[config.mk]
export PLATFORM = sky130hd
export DESIGN_NAME = pipe_control
export DESIGN_NICKNAME = d
export VERILOG_FILES = /design/src/rtl/ctrl_pkg.sv /design/src/rtl/ctrl_decode.sv /design/src/rtl/pipe_control.sv
export SDC_FILE = /design/constraint.sdc
export NUM_CORES = 1
export LEC_CHECK = 0
export CAP_MARGIN = 10
export CORE_ASPECT_RATIO = 0.75
export CORE_UTILIZATION = 44
export DETAILED_ROUTE_END_ITERATION = 8
export PLACE_DENSITY = 0.91
export SYNTH_ARGS = -nofsm -noshare
export SYNTH_HDL_FRONTEND = slang
export SYNTH_SLANG_ARGS = --single-unit
[constraint.sdc]
create_clock -name clock -period 2.59 [get_ports clock]
set_clock_uncertainty 0.2 [all_clocks]
set_input_delay 0.259 -clock clock [delete_from_list [all_inputs] [get_ports clock]]
set_output_delay 0.259 -clock clock [all_outputs]
set_load 0.005 [all_outputs]
[src/rtl/ctrl_pkg.sv]
// ctrl_pkg: shared encodings for the pipelined control unit.
//   - instruction field positions
//   - opcode and R-type aluop constants
//   - ctrl_t stage control bundle and the all-zero bubble
package ctrl_pkg;

   localparam int OP_HI  = 31;
   localparam int OP_LO  = 27;
   localparam int RD_HI  = 26;
   localparam int RD_LO  = 22;
   localparam int RS_HI  = 21;
   localparam int RS_LO  = 17;
   localparam int RT_HI  = 16;
   localparam int RT_LO  = 12;
   localparam int ALU_HI = 6;
   localparam int ALU_LO = 2;

   localparam logic [4:0] OP_RTYPE = 5'b00000;
   localparam logic [4:0] OP_J     = 5'b00001;
   localparam logic [4:0] OP_BNE   = 5'b00010;
   localparam logic [4:0] OP_JAL   = 5'b00011;
   localparam logic [4:0] OP_JR    = 5'b00100;
   localparam logic [4:0] OP_ADDI  = 5'b00101;
   localparam logic [4:0] OP_BLT   = 5'b00110;
   localparam logic [4:0] OP_SW    = 5'b00111;
   localparam logic [4:0] OP_LW    = 5'b01000;
   localparam logic [4:0] OP_SETX  = 5'b10101;
   localparam logic [4:0] OP_BEX   = 5'b10110;

   localparam logic [4:0] ALU_ADD = 5'b00000;
   localparam logic [4:0] ALU_SUB = 5'b00001;
   localparam logic [4:0] ALU_AND = 5'b00010;
   localparam logic [4:0] ALU_OR  = 5'b00011;
   localparam logic [4:0] ALU_SLL = 5'b00100;
   localparam logic [4:0] ALU_SRA = 5'b00101;
   localparam logic [4:0] ALU_MUL = 5'b00110;
   localparam logic [4:0] ALU_DIV = 5'b00111;
   localparam logic [4:0] ALU_NOP = 5'b01000;

   localparam logic [4:0] REG_RA     = 5'd31;
   localparam logic [4:0] REG_STATUS = 5'd30;

   typedef struct packed {
      logic [4:0] aluOp;
      logic       aluInB;
      logic       br;
      logic       brLt;
      logic       jp;
      logic       jr;
      logic       isMd;
      logic       dMwe;
      logic       rwd;
      logic       we;
      logic       jal;
      logic       wtToReg;
      logic [4:0] dest;
   } ctrl_t;

   localparam ctrl_t CTRL_BUBBLE = '0;

   function automatic logic isMulDiv(input logic [4:0] aluOp);
      return (aluOp == ALU_MUL) || (aluOp == ALU_DIV);
   endfunction

endpackage

[src/rtl/ctrl_decode.sv]
// ctrl_decode: combinational decode of the instruction held in D.
// Ports:
//   insn     in  instruction word from the F/D latch
//   valid    in  D holds a real instruction; low decodes as a bubble
//   ctrl     out control bundle for this instruction
//   usesRs/usesRt/usesRd/usesR30  out  which source registers D reads
//   rsAddr/rtAddr/rdAddr          out  raw register fields
module ctrl_decode
   import ctrl_pkg::*;
#(
   parameter int INSN_W = 32
) (
   input  logic [INSN_W-1:0] insn,
   input  logic              valid,
   output ctrl_t             ctrl,
   output logic              usesRs,
   output logic              usesRt,
   output logic              usesRd,
   output logic              usesR30,
   output logic [4:0]        rsAddr,
   output logic [4:0]        rtAddr,
   output logic [4:0]        rdAddr
);

   logic [4:0] opcode;
   logic [4:0] aluFld;
   logic       unusedBits;

   assign opcode     = insn[OP_HI:OP_LO];
   assign aluFld     = insn[ALU_HI:ALU_LO];
   assign rdAddr     = insn[RD_HI:RD_LO];
   assign rsAddr     = insn[RS_HI:RS_LO];
   assign rtAddr     = insn[RT_HI:RT_LO];
   assign unusedBits = ^{insn[11:7], insn[1:0]};

   always_comb begin
      ctrl    = CTRL_BUBBLE;
      usesRs  = 1'b0;
      usesRt  = 1'b0;
      usesRd  = 1'b0;
      usesR30 = 1'b0;
      if (valid) begin
         case (opcode)
            OP_RTYPE: begin
               case (aluFld)
                  ALU_ADD, ALU_SUB, ALU_AND, ALU_OR,
                  ALU_SLL, ALU_SRA, ALU_MUL, ALU_DIV: begin
                     ctrl.aluOp = aluFld;
                     ctrl.isMd  = isMulDiv(aluFld);
                     ctrl.we    = 1'b1;
                     ctrl.dest  = rdAddr;
                     usesRs     = 1'b1;
                     usesRt     = 1'b1;
                  end
                  ALU_NOP: ;
                  default: ;
               endcase
            end
            OP_ADDI: begin
               ctrl.aluOp  = ALU_ADD;
               ctrl.aluInB = 1'b1;
               ctrl.we     = 1'b1;
               ctrl.dest   = rdAddr;
               usesRs      = 1'b1;
            end
            OP_LW: begin
               ctrl.aluOp  = ALU_ADD;
               ctrl.aluInB = 1'b1;
               ctrl.rwd    = 1'b1;
               ctrl.we     = 1'b1;
               ctrl.dest   = rdAddr;
               usesRs      = 1'b1;
            end
            OP_SW: begin
               ctrl.aluOp  = ALU_ADD;
               ctrl.aluInB = 1'b1;
               ctrl.dMwe   = 1'b1;
               usesRs      = 1'b1;
               usesRd      = 1'b1;
            end
            OP_J: ctrl.jp = 1'b1;
            OP_BNE: begin
               ctrl.aluOp = ALU_SUB;
               ctrl.br    = 1'b1;
               usesRs     = 1'b1;
               usesRt     = 1'b1;
            end
            OP_BLT: begin
               ctrl.aluOp = ALU_SUB;
               ctrl.br    = 1'b1;
               ctrl.brLt  = 1'b1;
               usesRs     = 1'b1;
               usesRt     = 1'b1;
            end
            OP_JAL: begin
               ctrl.jp   = 1'b1;
               ctrl.jal  = 1'b1;
               ctrl.we   = 1'b1;
               ctrl.dest = REG_RA;
            end
            OP_JR: begin
               ctrl.jr = 1'b1;
               usesRd  = 1'b1;
            end
            // bex jumps through the register path when r30 is nonzero
            OP_BEX: begin
               ctrl.jr = 1'b1;
               usesR30 = 1'b1;
            end
            OP_SETX: begin
               ctrl.we      = 1'b1;
               ctrl.wtToReg = 1'b1;
               ctrl.dest    = REG_STATUS;
            end
            default: ;
         endcase
      end
   end

endmodule

[src/rtl/pipe_control.sv]
// pipe_control: stage-aligned control for the five-stage pipeline.
// Decodes D, registers the bundle through X/M/W, and produces the
// load-use stall, the mul/div occupancy stall and the redirect squash.
// Ports:
//   clock, reset_n          clock and asynchronous active-low reset
//   d_insn, d_valid         instruction in D
//   x_redirect              taken branch/jump resolved in X
//   fd_stall                hold PC and F/D latch
//   md_start, md_busy       mul/div launch pulse and occupancy
//   x_ctrl, m_ctrl, w_ctrl  stage control bundles
//
// Mul/div FSM:
//   state   | meaning
//   MD_IDLE | X free, or a mul/div in its final X cycle
//   MD_RUN  | mul/div held in X, D stalled, bubbles into M
module pipe_control
   import ctrl_pkg::*;
#(
   parameter int INSN_W  = 32,
   parameter int REG_AW  = 5,
   parameter int MUL_LAT = 4,
   parameter int DIV_LAT = 32
) (
   input  logic              clock,
   input  logic              reset_n,
   input  logic [INSN_W-1:0] d_insn,
   input  logic              d_valid,
   input  logic              x_redirect,
   output logic              fd_stall,
   output logic              md_start,
   output logic              md_busy,
   output ctrl_t             x_ctrl,
   output ctrl_t             m_ctrl,
   output ctrl_t             w_ctrl
);

   localparam logic [0:0] MD_IDLE = 1'b0;
   localparam logic [0:0] MD_RUN  = 1'b1;

   localparam int MAX_LAT = (MUL_LAT > DIV_LAT) ? MUL_LAT : DIV_LAT;
   localparam int CNT_W   = $clog2(MAX_LAT + 1);
   localparam logic [CNT_W-1:0] MUL_LOAD = CNT_W'(MUL_LAT - 1);
   localparam logic [CNT_W-1:0] DIV_LOAD = CNT_W'(DIV_LAT - 1);
   localparam logic [CNT_W-1:0] CNT_ONE  = CNT_W'(1);

   ctrl_t             dCtrl;
   logic              usesRs, usesRt, usesRd, usesR30;
   logic [4:0]        rsAddr, rtAddr, rdAddr;
   logic [0:0]        mdState;
   logic [CNT_W-1:0]  mdCnt;
   logic [CNT_W-1:0]  mdLoad;
   logic              mdFirst;
   logic              loadUse, squash, dAdvance, mdEnter;
   logic [REG_AW-1:0] xDest;

   ctrl_decode #(.INSN_W(INSN_W)) u_decode (
      .insn    (d_insn),
      .valid   (d_valid),
      .ctrl    (dCtrl),
      .usesRs  (usesRs),
      .usesRt  (usesRt),
      .usesRd  (usesRd),
      .usesR30 (usesR30),
      .rsAddr  (rsAddr),
      .rtAddr  (rtAddr),
      .rdAddr  (rdAddr)
   );

   assign xDest    = x_ctrl.dest;
   assign md_busy  = (mdState == MD_RUN);
   assign md_start = mdFirst;

   always_comb begin
      loadUse = x_ctrl.rwd && x_ctrl.we && (xDest != '0) &&
                ((usesRs  && (rsAddr == xDest)) ||
                 (usesRt  && (rtAddr == xDest)) ||
                 (usesRd  && (rdAddr == xDest)) ||
                 (usesR30 && (xDest == REG_STATUS)));
   end

   // Priority: mul/div occupancy, then redirect squash, then load-use.
   // A redirect supersedes the load-use stall since D is discarded anyway.
   assign squash   = x_redirect && !md_busy;
   assign fd_stall = md_busy || (!squash && loadUse);
   assign dAdvance = !md_busy && !squash && !loadUse;
   assign mdEnter  = dAdvance && dCtrl.isMd;
   assign mdLoad   = (dCtrl.aluOp == ALU_MUL) ? MUL_LOAD : DIV_LOAD;

   always_ff @(posedge clock or negedge reset_n) begin
      if (!reset_n) begin
         x_ctrl <= CTRL_BUBBLE;
         m_ctrl <= CTRL_BUBBLE;
         w_ctrl <= CTRL_BUBBLE;
      end else begin
         w_ctrl <= m_ctrl;
         if (md_busy) begin
            m_ctrl <= CTRL_BUBBLE;
         end else begin
            m_ctrl <= x_ctrl;
            x_ctrl <= dAdvance ? dCtrl : CTRL_BUBBLE;
         end
      end
   end

   // mdCnt counts the X cycles still owed after the current one. It is
   // loaded as the op enters X; RUN ends on the edge where it reaches zero,
   // leaving one final unstalled X cycle so the next op can enter with no gap.
   always_ff @(posedge clock or negedge reset_n) begin
      if (!reset_n) begin
         mdState <= MD_IDLE;
         mdCnt   <= '0;
         mdFirst <= 1'b0;
      end else begin
         mdFirst <= mdEnter;
         case (mdState)
            MD_IDLE: begin
               if (mdEnter) begin
                  mdCnt <= mdLoad;
                  if (mdLoad != '0) mdState <= MD_RUN;
               end
            end
            MD_RUN: begin
               mdCnt <= mdCnt - CNT_ONE;
               if (mdCnt == CNT_ONE) mdState <= MD_IDLE;
            end
            default: mdState <= MD_IDLE;
         endcase
      end
   end

endmodule

==> impl_metrics.env, run 1 <==
export IMPL_endpoint_kind="output port"
export IMPL_synth_cell_type_count=39
export IMPL_status="finished clean"
export IMPL_drive_above_1_share_pct=15.7
export IMPL_grt_max_degree=72
export IMPL_critical_path_depth=5
export IMPL_min_delay_path_depth=0
export IMPL_fin_hold_ws_ps=176
export IMPL_ys_ff_latch=71
export IMPL_tns_ps=0
export IMPL_portBuffers=94
export IMPL_setup_viol=0
export IMPL_grt_pass1_vias=2258
export IMPL_drt_iter0_drc=139
export IMPL_cts_tree="done"
export IMPL_synth_avg_cell_area_um2=11.5
export IMPL_hpwlAfterDp_mm=4.98
export IMPL_die_w_um=95.1
export IMPL_htree_levels=3
export IMPL_criticalPathCategory="flop to output port"
export IMPL_relSlewSlack_pct=42.3
export IMPL_synth_warnings=0
export IMPL_vias=2368
export IMPL_synth_area_um2=2860
export IMPL_finalCriticalPeriod_ps=2540
export IMPL_pin_count=102
export IMPL_cp_arrival_ps=2080
export IMPL_crit_path_top_delay_cell="or4_1"
export IMPL_worst_path_largest_cell_delay_ps=580
export IMPL_start_util_pct=45.5
export IMPL_overflow=0
export IMPL_place_congestion=0.939
export IMPL_antenna_found_initial=0
export IMPL_core_area_um2=6290
export IMPL_clock_latency_ps=330
export IMPL_syn_to_final_growth_pct=51.8
export IMPL_worst_path_buf_inv=2
export IMPL_netlist_instances=248
export IMPL_power_internal_mw=1.65
export IMPL_n_antenna_cell=0
export IMPL_hold_path_class="flop to flop"
export IMPL_wl_mm=7.22
export IMPL_startpoint_type="flop"
export IMPL_crit_path_max_fanout=5
export IMPL_cts_root_buf="clkbuf_8"
export IMPL_fp_row_count=25
export IMPL_switchingPower_mw=0.455
export IMPL_clkPwrFrac_pct=40.6
export IMPL_grt_util_all_layers_pct=22.0
export IMPL_post_route_period_util_pct=98.1
export IMPL_tightest_slew_ps=866
export IMPL_p_total_mw=2.10
export IMPL_cts_buffer_depth=2
export IMPL_cts_sinks=71
export IMPL_final_setup_worst_slack_ps=49.3
export IMPL_viasPerCell=5.19
export IMPL_cap_violations=0
export IMPL_power_density_nw_per_um2=484
export IMPL_avgRoutedWirePerCell_um=15.8
export IMPL_stdcell_count=456
export IMPL_nNetsFinal=408
export IMPL_pre_cts_ws_ps=-559
export IMPL_p_comb_share_pct=6.6
export IMPL_path_clk_slew_ps=70
export IMPL_numCtsBuffers=9
export IMPL_reg2regPathDepth=7
export IMPL_grt_pass1_wl_mm=11.2
export IMPL_seqPwrFrac_pct=52.8
export IMPL_drcViolationCount=0
export IMPL_hold_viol=0
export IMPL_ys_seq_area_share_pct=62.1
export IMPL_p_sw_share_pct=21.7
export IMPL_crit_chain="buf_4 > or4_1 > o2111ai_4 > o31ai_4 > buf_2"
export IMPL_critPathTopFamily="simple AND/OR/NAND/NOR gates"
export IMPL_crit_required_ps=2130
export IMPL_drv_slew=0
export IMPL_synth_nets=286
export IMPL_p_leak_nw=1.89
export IMPL_placed_cells=436
export IMPL_fill_cells=480
export IMPL_ir_worst_vdd_mv=0.236
export IMPL_final_common_cell="clkdlybuf4s50_1"
export IMPL_firstDrtPassIters=4
export IMPL_ant_nets=0
export IMPL_die_h_um=71.8
export IMPL_mostFrequentLayoutCells="clkdlybuf4s50_1 (88), dfrtp_1 (69), buf_4 (33), nor2b_1 (24), nand2_1 (24)"
export IMPL_die_area_um2=6830
export IMPL_fmax_ghz=0.394
==> per-stage QoR <==
step	area, um2	util (%)
after detailed placement	4060	64.5
after global routing	4340	69.1
after global placement	4060	64.5
after floorplan	2860	-
final	4340	69.1
after CTS	4290	68.2
==> metal layers <==
metal / vias up / share of wire (%) / global-route usage [%]
met2: 95 / 48 / 33.9
met3: 9 / 5.8 / 6.37
met4: 0 / 1.6 / 7.07
met5: - / 0 / 0
li1: 1101 / - / -
met1: 1163 / 44 / 30.0
==> kinds of logic (layout without fill, tap and decap cells) <==
kind of cell | count (synthesis) | after routing | synth area share (%)
AO/OA/AOI/OAI | 43 | 43 | 10.7
XOR/XNOR | 19 | 19 | 5.82
adder cells (fa/ha/maj) | 2 | 2 | 0.874
buffers and inverters | 20 | 147 | 2.75
flip-flops | 71 | 71 | 62.1
AND/OR/NAND/NOR | 93 | 93 | 17.8
==> path summary, 6_finish.rpt <==
path,start,end,slack [ps]
setup reg to reg,xDest[3]$_DFFE_PN0N_,x_ctrl[11]$_DFFE_PN0N_,110
max in group asynchronous,reset_n,xDest[3]$_DFFE_PN0N_,1190
hold / removal,m_ctrl[16]$_DFF_PN0_,w_ctrl[16]$_DFF_PN0_,180
setup / recovery,xDest[3]$_DFFE_PN0N_,fd_stall,50
min in group asynchronous,reset_n,w_ctrl[8]$_DFF_PN0_,400
hold reg to reg,m_ctrl[16]$_DFF_PN0_,w_ctrl[16]$_DFF_PN0_,180
==> area by class of cell <==
cell class                 instances  area, um2  share of cell area, %
tap                               81        101                   2.33
timing repair buffer             127       1180                   27.1
clock inverter                     3       42.5                  0.979
multi-input combinational        157       1080                   24.8
clock buffer                      13        149                   3.43
sequential                        71       1780                   41.0
inverter                           4       15.0                  0.346
==> power groups by stage <==
| stage | registers [mW] | logic (mW) | clock network (mW) |
|---|---|---|---|
| after floorplan | 1.13 | 0.0379 | 0 |
| after global routing | 1.11 | 0.151 | 0.925 |
| after detailed placement | 1.13 | 0.131 | 0 |
| after global placement | 1.13 | 0.127 | 0 |
| after CTS | 1.11 | 0.134 | 0.870 |
| final | 1.11 | 0.139 | 0.854 |
==> timing repair <==
action / in CTS / in global routing
gates resized for setup: 13 / 7
endpoints found under the hold margin: 71 / 0
hold buffers: 1 / 0
buffers inserted: 2 / 1
setup endpoints to repair: 1 / 1
pin swaps: 9 / 7
==> synth_stat cells, drive strengths merged <==
cell	instances	area share, %
xnor2	3	0.92
dfrtp	71	62
o21ai	8	1.4
nor2	13	1.7
nand2	24	3.1
or4b	1	0.35
nand3	10	1.7
a32o	4	1.4
inv	4	0.52
and3	1	0.22
a31oi	1	0.22
a21oi	8	1.4
o2111ai	3	0.92
nor3b	1	0.26
o211a	1	0.35
o21a	1	0.26
a211oi	2	0.52
nand4b	1	0.31
or4	3	0.92
nor4b	1	0.31
or3b	1	0.31
xor2	16	4.9
o41ai	1	0.31
o31ai	7	1.8
nor3	4	0.70
nand3b	1	0.26
o2111a	1	0.39
ha	2	0.87
nor4	3	1.2
buf	3	0.52
a22o	3	0.92
nand2b	2	0.44
a22oi	3	0.79
and2	3	0.66
nor2b	24	5.2
clkbuf	13	1.7
==> registers in the layout (all words and copies together) (netlist names) <==
register	cells
mdCnt	6
xDest	5
md_start	1
w_ctrl	21
x_ctrl	16
m_ctrl	21
md_busy	1
Power figures use the tool's default switching activity.
==> run 2, diff against run 1 <==
--- a/config.mk
+++ b/config.mk
@@ -7,9 +7,12 @@
 export LEC_CHECK = 0
 export CAP_MARGIN = 10
 export CORE_ASPECT_RATIO = 0.75
-export CORE_UTILIZATION = 44
+export CORE_UTILIZATION = 47
+export CTS_CLUSTER_SIZE = 16
 export DETAILED_ROUTE_END_ITERATION = 8
-export PLACE_DENSITY = 0.91
+export PLACE_DENSITY = 0.92
 export SYNTH_ARGS = -nofsm -noshare
 export SYNTH_HDL_FRONTEND = slang
+export SYNTH_HIERARCHICAL = 1
 export SYNTH_SLANG_ARGS = --single-unit
+export TNS_END_PERCENT = 30
==> run 2 against run 1 <==
Compared with the run above:
- via count rose by 11%
- combinational power rose to 2.8 times the previous value
- clock power fell by 9.0%
- non-clock buffer count rose by 9
- wire length rose by 4.8%
- first-iteration DRC count rose by 24%
- final cell count rose by 14%
- sequential cell count did not move
- critical path type is now input pin to flop
- highest routed layer unchanged
==> impl_metrics.env, run 2 <==
export IMPL_reg2reg_slack_ps=310
export IMPL_grt_util_all_layers_pct=21.3
export IMPL_yosys_area_share_simple_pct=21.9
export IMPL_cts_tree="done"
export IMPL_place_area_um2=4440
export IMPL_drcViolationCount=0
export IMPL_reg2regPathDepth=6
export IMPL_top_regs="m_ctrl x21, w_ctrl x21, x_ctrl x16"
export IMPL_criticalPathCategory="input pin to flop"
export IMPL_fmax_ghz=0.404
export IMPL_post_route_period_util_pct=95.6
export IMPL_htree_levels=3
export IMPL_synthMuxAreaShare_pct=0
export IMPL_synth_top_family_by_area="simple AND/OR/NAND/NOR gates"
export IMPL_syn_to_final_growth_pct=40.3
export IMPL_crit_path_max_fanout=15
export IMPL_die_area_um2=7420
export IMPL_antenna_found_initial=0
export IMPL_cts_root_buf="clkbuf_8"
export IMPL_crit_top_cell="buf_4"
export IMPL_nNetsFinal=469
export IMPL_die_w_um=99.2
export IMPL_pin_count=102
export IMPL_ys_seq_area_share_pct=53.4
export IMPL_die_h_um=74.9
export IMPL_cts_sinks=71
export IMPL_yosysMostFrequentCell="dfrtp_1"
export IMPL_synth_top_area_share_pct=53.4
export IMPL_synth_common_cells="dfrtp_1 (71), nand2_1 (47), nor2b_1 (26)"
export IMPL_endpoint_kind="flop"
export IMPL_hpwlAfterDp_mm=5.60
export IMPL_synth_warnings=6
export IMPL_min_from="m_ctrl[9]$_DFF_PN0_"
export IMPL_viasPerCell=5.04
export IMPL_synth_compound_area_share_pct=10.9
export IMPL_drive_above_1_share_pct=19.7
export IMPL_vias=2621
export IMPL_finalCriticalPeriod_ps=2480
export IMPL_cap_violations=0
export IMPL_netlist_instances=319
export IMPL_ant_nets=0
export IMPL_r2r_start="xDest[4]$_DFFE_PN0N_"
export IMPL_synth_area_um2=3330
export IMPL_clock_latency_ps=340
export IMPL_startpoint_type="input pin"
export IMPL_n_antenna_cell=0
export IMPL_hold_viol=0
export IMPL_place_congestion=0.942
export IMPL_seqPwrFrac_pct=51.2
export IMPL_regArea_um2=1780
export IMPL_clkPwrFrac_pct=32.6
export IMPL_grt_max_degree=72
export IMPL_worst_path_buf_inv=4
export IMPL_p_leak_nw=2.09
export IMPL_setup_viol=0
export IMPL_power_internal_mw=1.71
export IMPL_yosys_area_top_type="dfrtp_1"
export IMPL_fill_cells=525
export IMPL_synthArstFlopShare_pct=100
export IMPL_rsz0062_at_grt="no"
export IMPL_numCtsBuffers=9
export IMPL_final_setup_worst_slack_ps=113
export IMPL_final_common_cell="clkdlybuf4s50_1"
export IMPL_worst_path_largest_cell_delay_ps=530
export IMPL_path_clk_slew_ps=80
export IMPL_synth_xor_area_share_pct=4.48
export IMPL_firstDrtPassIters=4
export IMPL_mostFrequentLayoutCells="clkdlybuf4s50_1 (90), dfrtp_1 (67), nand2_1 (47), buf_4 (41), nor2b_1 (26)"
export IMPL_crit_required_ps=2640
export IMPL_portBuffers=94
export IMPL_status="finished clean"
export IMPL_synth_top_flop_cell="dfrtp_1"
export IMPL_worstReg2RegEnd="xDest[2]$_DFFE_PN0N_"
export IMPL_drv_slew=0
export IMPL_yosys_top_cells_area="dfrtp_1 (53%), nand2_1 (5.3%), nor2b_1 (4.9%), buf_4 (4.1%), o21ai_1 (3.3%)"
export IMPL_critPathTopFamily="compound AO/OA/AOI/OAI gates"
export IMPL_power_density_nw_per_um2=510
export IMPL_p_sw_share_pct=28.1
export IMPL_synth_avg_cell_area_um2=10.4
export IMPL_p_comb_share_pct=16.1
export IMPL_crit_chain="clkdlybuf4s50_1 > nor2b_1 > buf_4 > a21oi_1 > o22ai_1 > buf_4 > a311o_2 > o22ai_4 > buf_6 > nand2_1 > o21ai_1"
export IMPL_pre_cts_ws_ps=-329
export IMPL_drt_iter0_drc=172
export IMPL_overflow=0
export IMPL_crit_path_top_delay_cell="clkdlybuf4s50_1"
export IMPL_hold_path_class="flop to flop"
export IMPL_tightest_slew_ps=889
export IMPL_cts_buffer_depth=2
export IMPL_multiInputGateArea_um2=1310
export IMPL_ir_worst_vdd_mv=0.280
export IMPL_fp_row_count=26
export IMPL_switchingPower_mw=0.670
export IMPL_core_area_um2=6830
export IMPL_min_to="w_ctrl[9]$_DFF_PN0_"
export IMPL_grt_pass1_wl_mm=12.0
export IMPL_fin_hold_ws_ps=176
export IMPL_wl_mm=7.56
export IMPL_tns_ps=0
export IMPL_p_total_mw=2.38
export IMPL_relSlewSlack_pct=40.8
export IMPL_synth_edff_count=0
export IMPL_min_delay_path_depth=0
export IMPL_synth_cell_type_count=53
export IMPL_ys_ff_latch=71
export IMPL_start_util_pct=48.7
export IMPL_finalInstanceArea_um2=4670
export IMPL_grt_pass1_vias=2435
export IMPL_cp_arrival_ps=2520
export IMPL_avgRoutedWirePerCell_um=14.5
export IMPL_synth_fa_ha_area_share_pct=0.752
-- run 2: cell types whose count changed in the layout (fill, tap and decap cells not counted), moves of 5 or more --
cell,previous run,this run
a221oi_1,0,5
xor2_1,15,6
nand3_1,10,4
buf_4,33,41
nand2_1,24,47
o21ai_1,6,24
xnor2_1,3,11
inv_1,4,11
-- run 2: logic make-up after synthesis --
kind of cell | count (synthesis)
and+or+nand+nor | 126
DFF | 71
other | 1
buffers and inverters | 47
AOI/OAI and AO/OA | 55
adders and majority gates | 2
xor gates and xnor gates | 17
-- run 2: what timing repair did --
item | in CTS | in global routing
endpoints found under the setup margin | 1 | 12
setup buffers | 1 | 0
hold buffers | 1 | 0
hold endpoints to repair | 71 | 0
pin swaps | 3 | 2
resized for setup | 11 | 8
-- run 2: layout make-up --
| type | instances | area share [%] |
|---|---|---|
| multi-input combinational | 202 | 28.1 |
| clock inverter | 6 | 0.965 |
| sequential | 71 | 38.2 |
| timing repair buffer | 136 | 26.9 |
| inverter | 11 | 0.885 |
| clock buffer | 10 | 2.73 |
| tap | 84 | 2.25 |
-- run 2: metal layers --
| layer | global-route usage (%) | vias to the layer above | part of all wire [%] |
|---|---|---|---|
| met2 | 32.9 | 102 | 44 |
| met3 | 3.62 | 2 | 5.3 |
| met5 | 0 | - | 0 |
| li1 | - | 1287 | - |
| met1 | 30.8 | 1230 | 51 |
| met4 | 7.84 | 0 | 0.48 |
-- run 2: worst reg2reg max path: stages (launching register included) --
cell,delay (ps)
dfrtp_2,500
or3_1,390
o311a_1,380
o22ai_4,290
buf_6,210
nand2_1,70
o21ai_1,150
-- run 2: stage by stage --
stage                     instances  util [%]
final                           520      68.3
after floorplan                 320         -
after CTS                       520      68.0
after detailed placement        502      64.9
after global routing            520      68.3
after global placement          502      64.9
-- run 2: worst max path at each step --
stage	start	end	slack [ps]	depth (start not counted)
detailed placement	d_insn[27]	fd_stall	-330	10
CTS	xDest[4]$_DFFE_PN0N_	fd_stall	60	5
global placement	d_insn[30]	fd_stall	-300	9
finish	d_insn[30]	xDest[2]$_DFFE_PN0N_	110	11
global route	d_insn[28]	fd_stall	10	10
floorplan	d_insn[27]	mdCnt[4]$_DFFE_PN0P_	490	9
-- run 2: power groups by stage --
stage | Combinational, mW | Clock, mW | Sequential (mW)
after floorplan | 0.224 | 0 | 1.23
after global placement | 0.367 | 0 | 1.24
after detailed placement | 0.378 | 0 | 1.24
after CTS | 0.380 | 0.793 | 1.22
after global routing | 0.427 | 0.837 | 1.23
final | 0.385 | 0.777 | 1.22
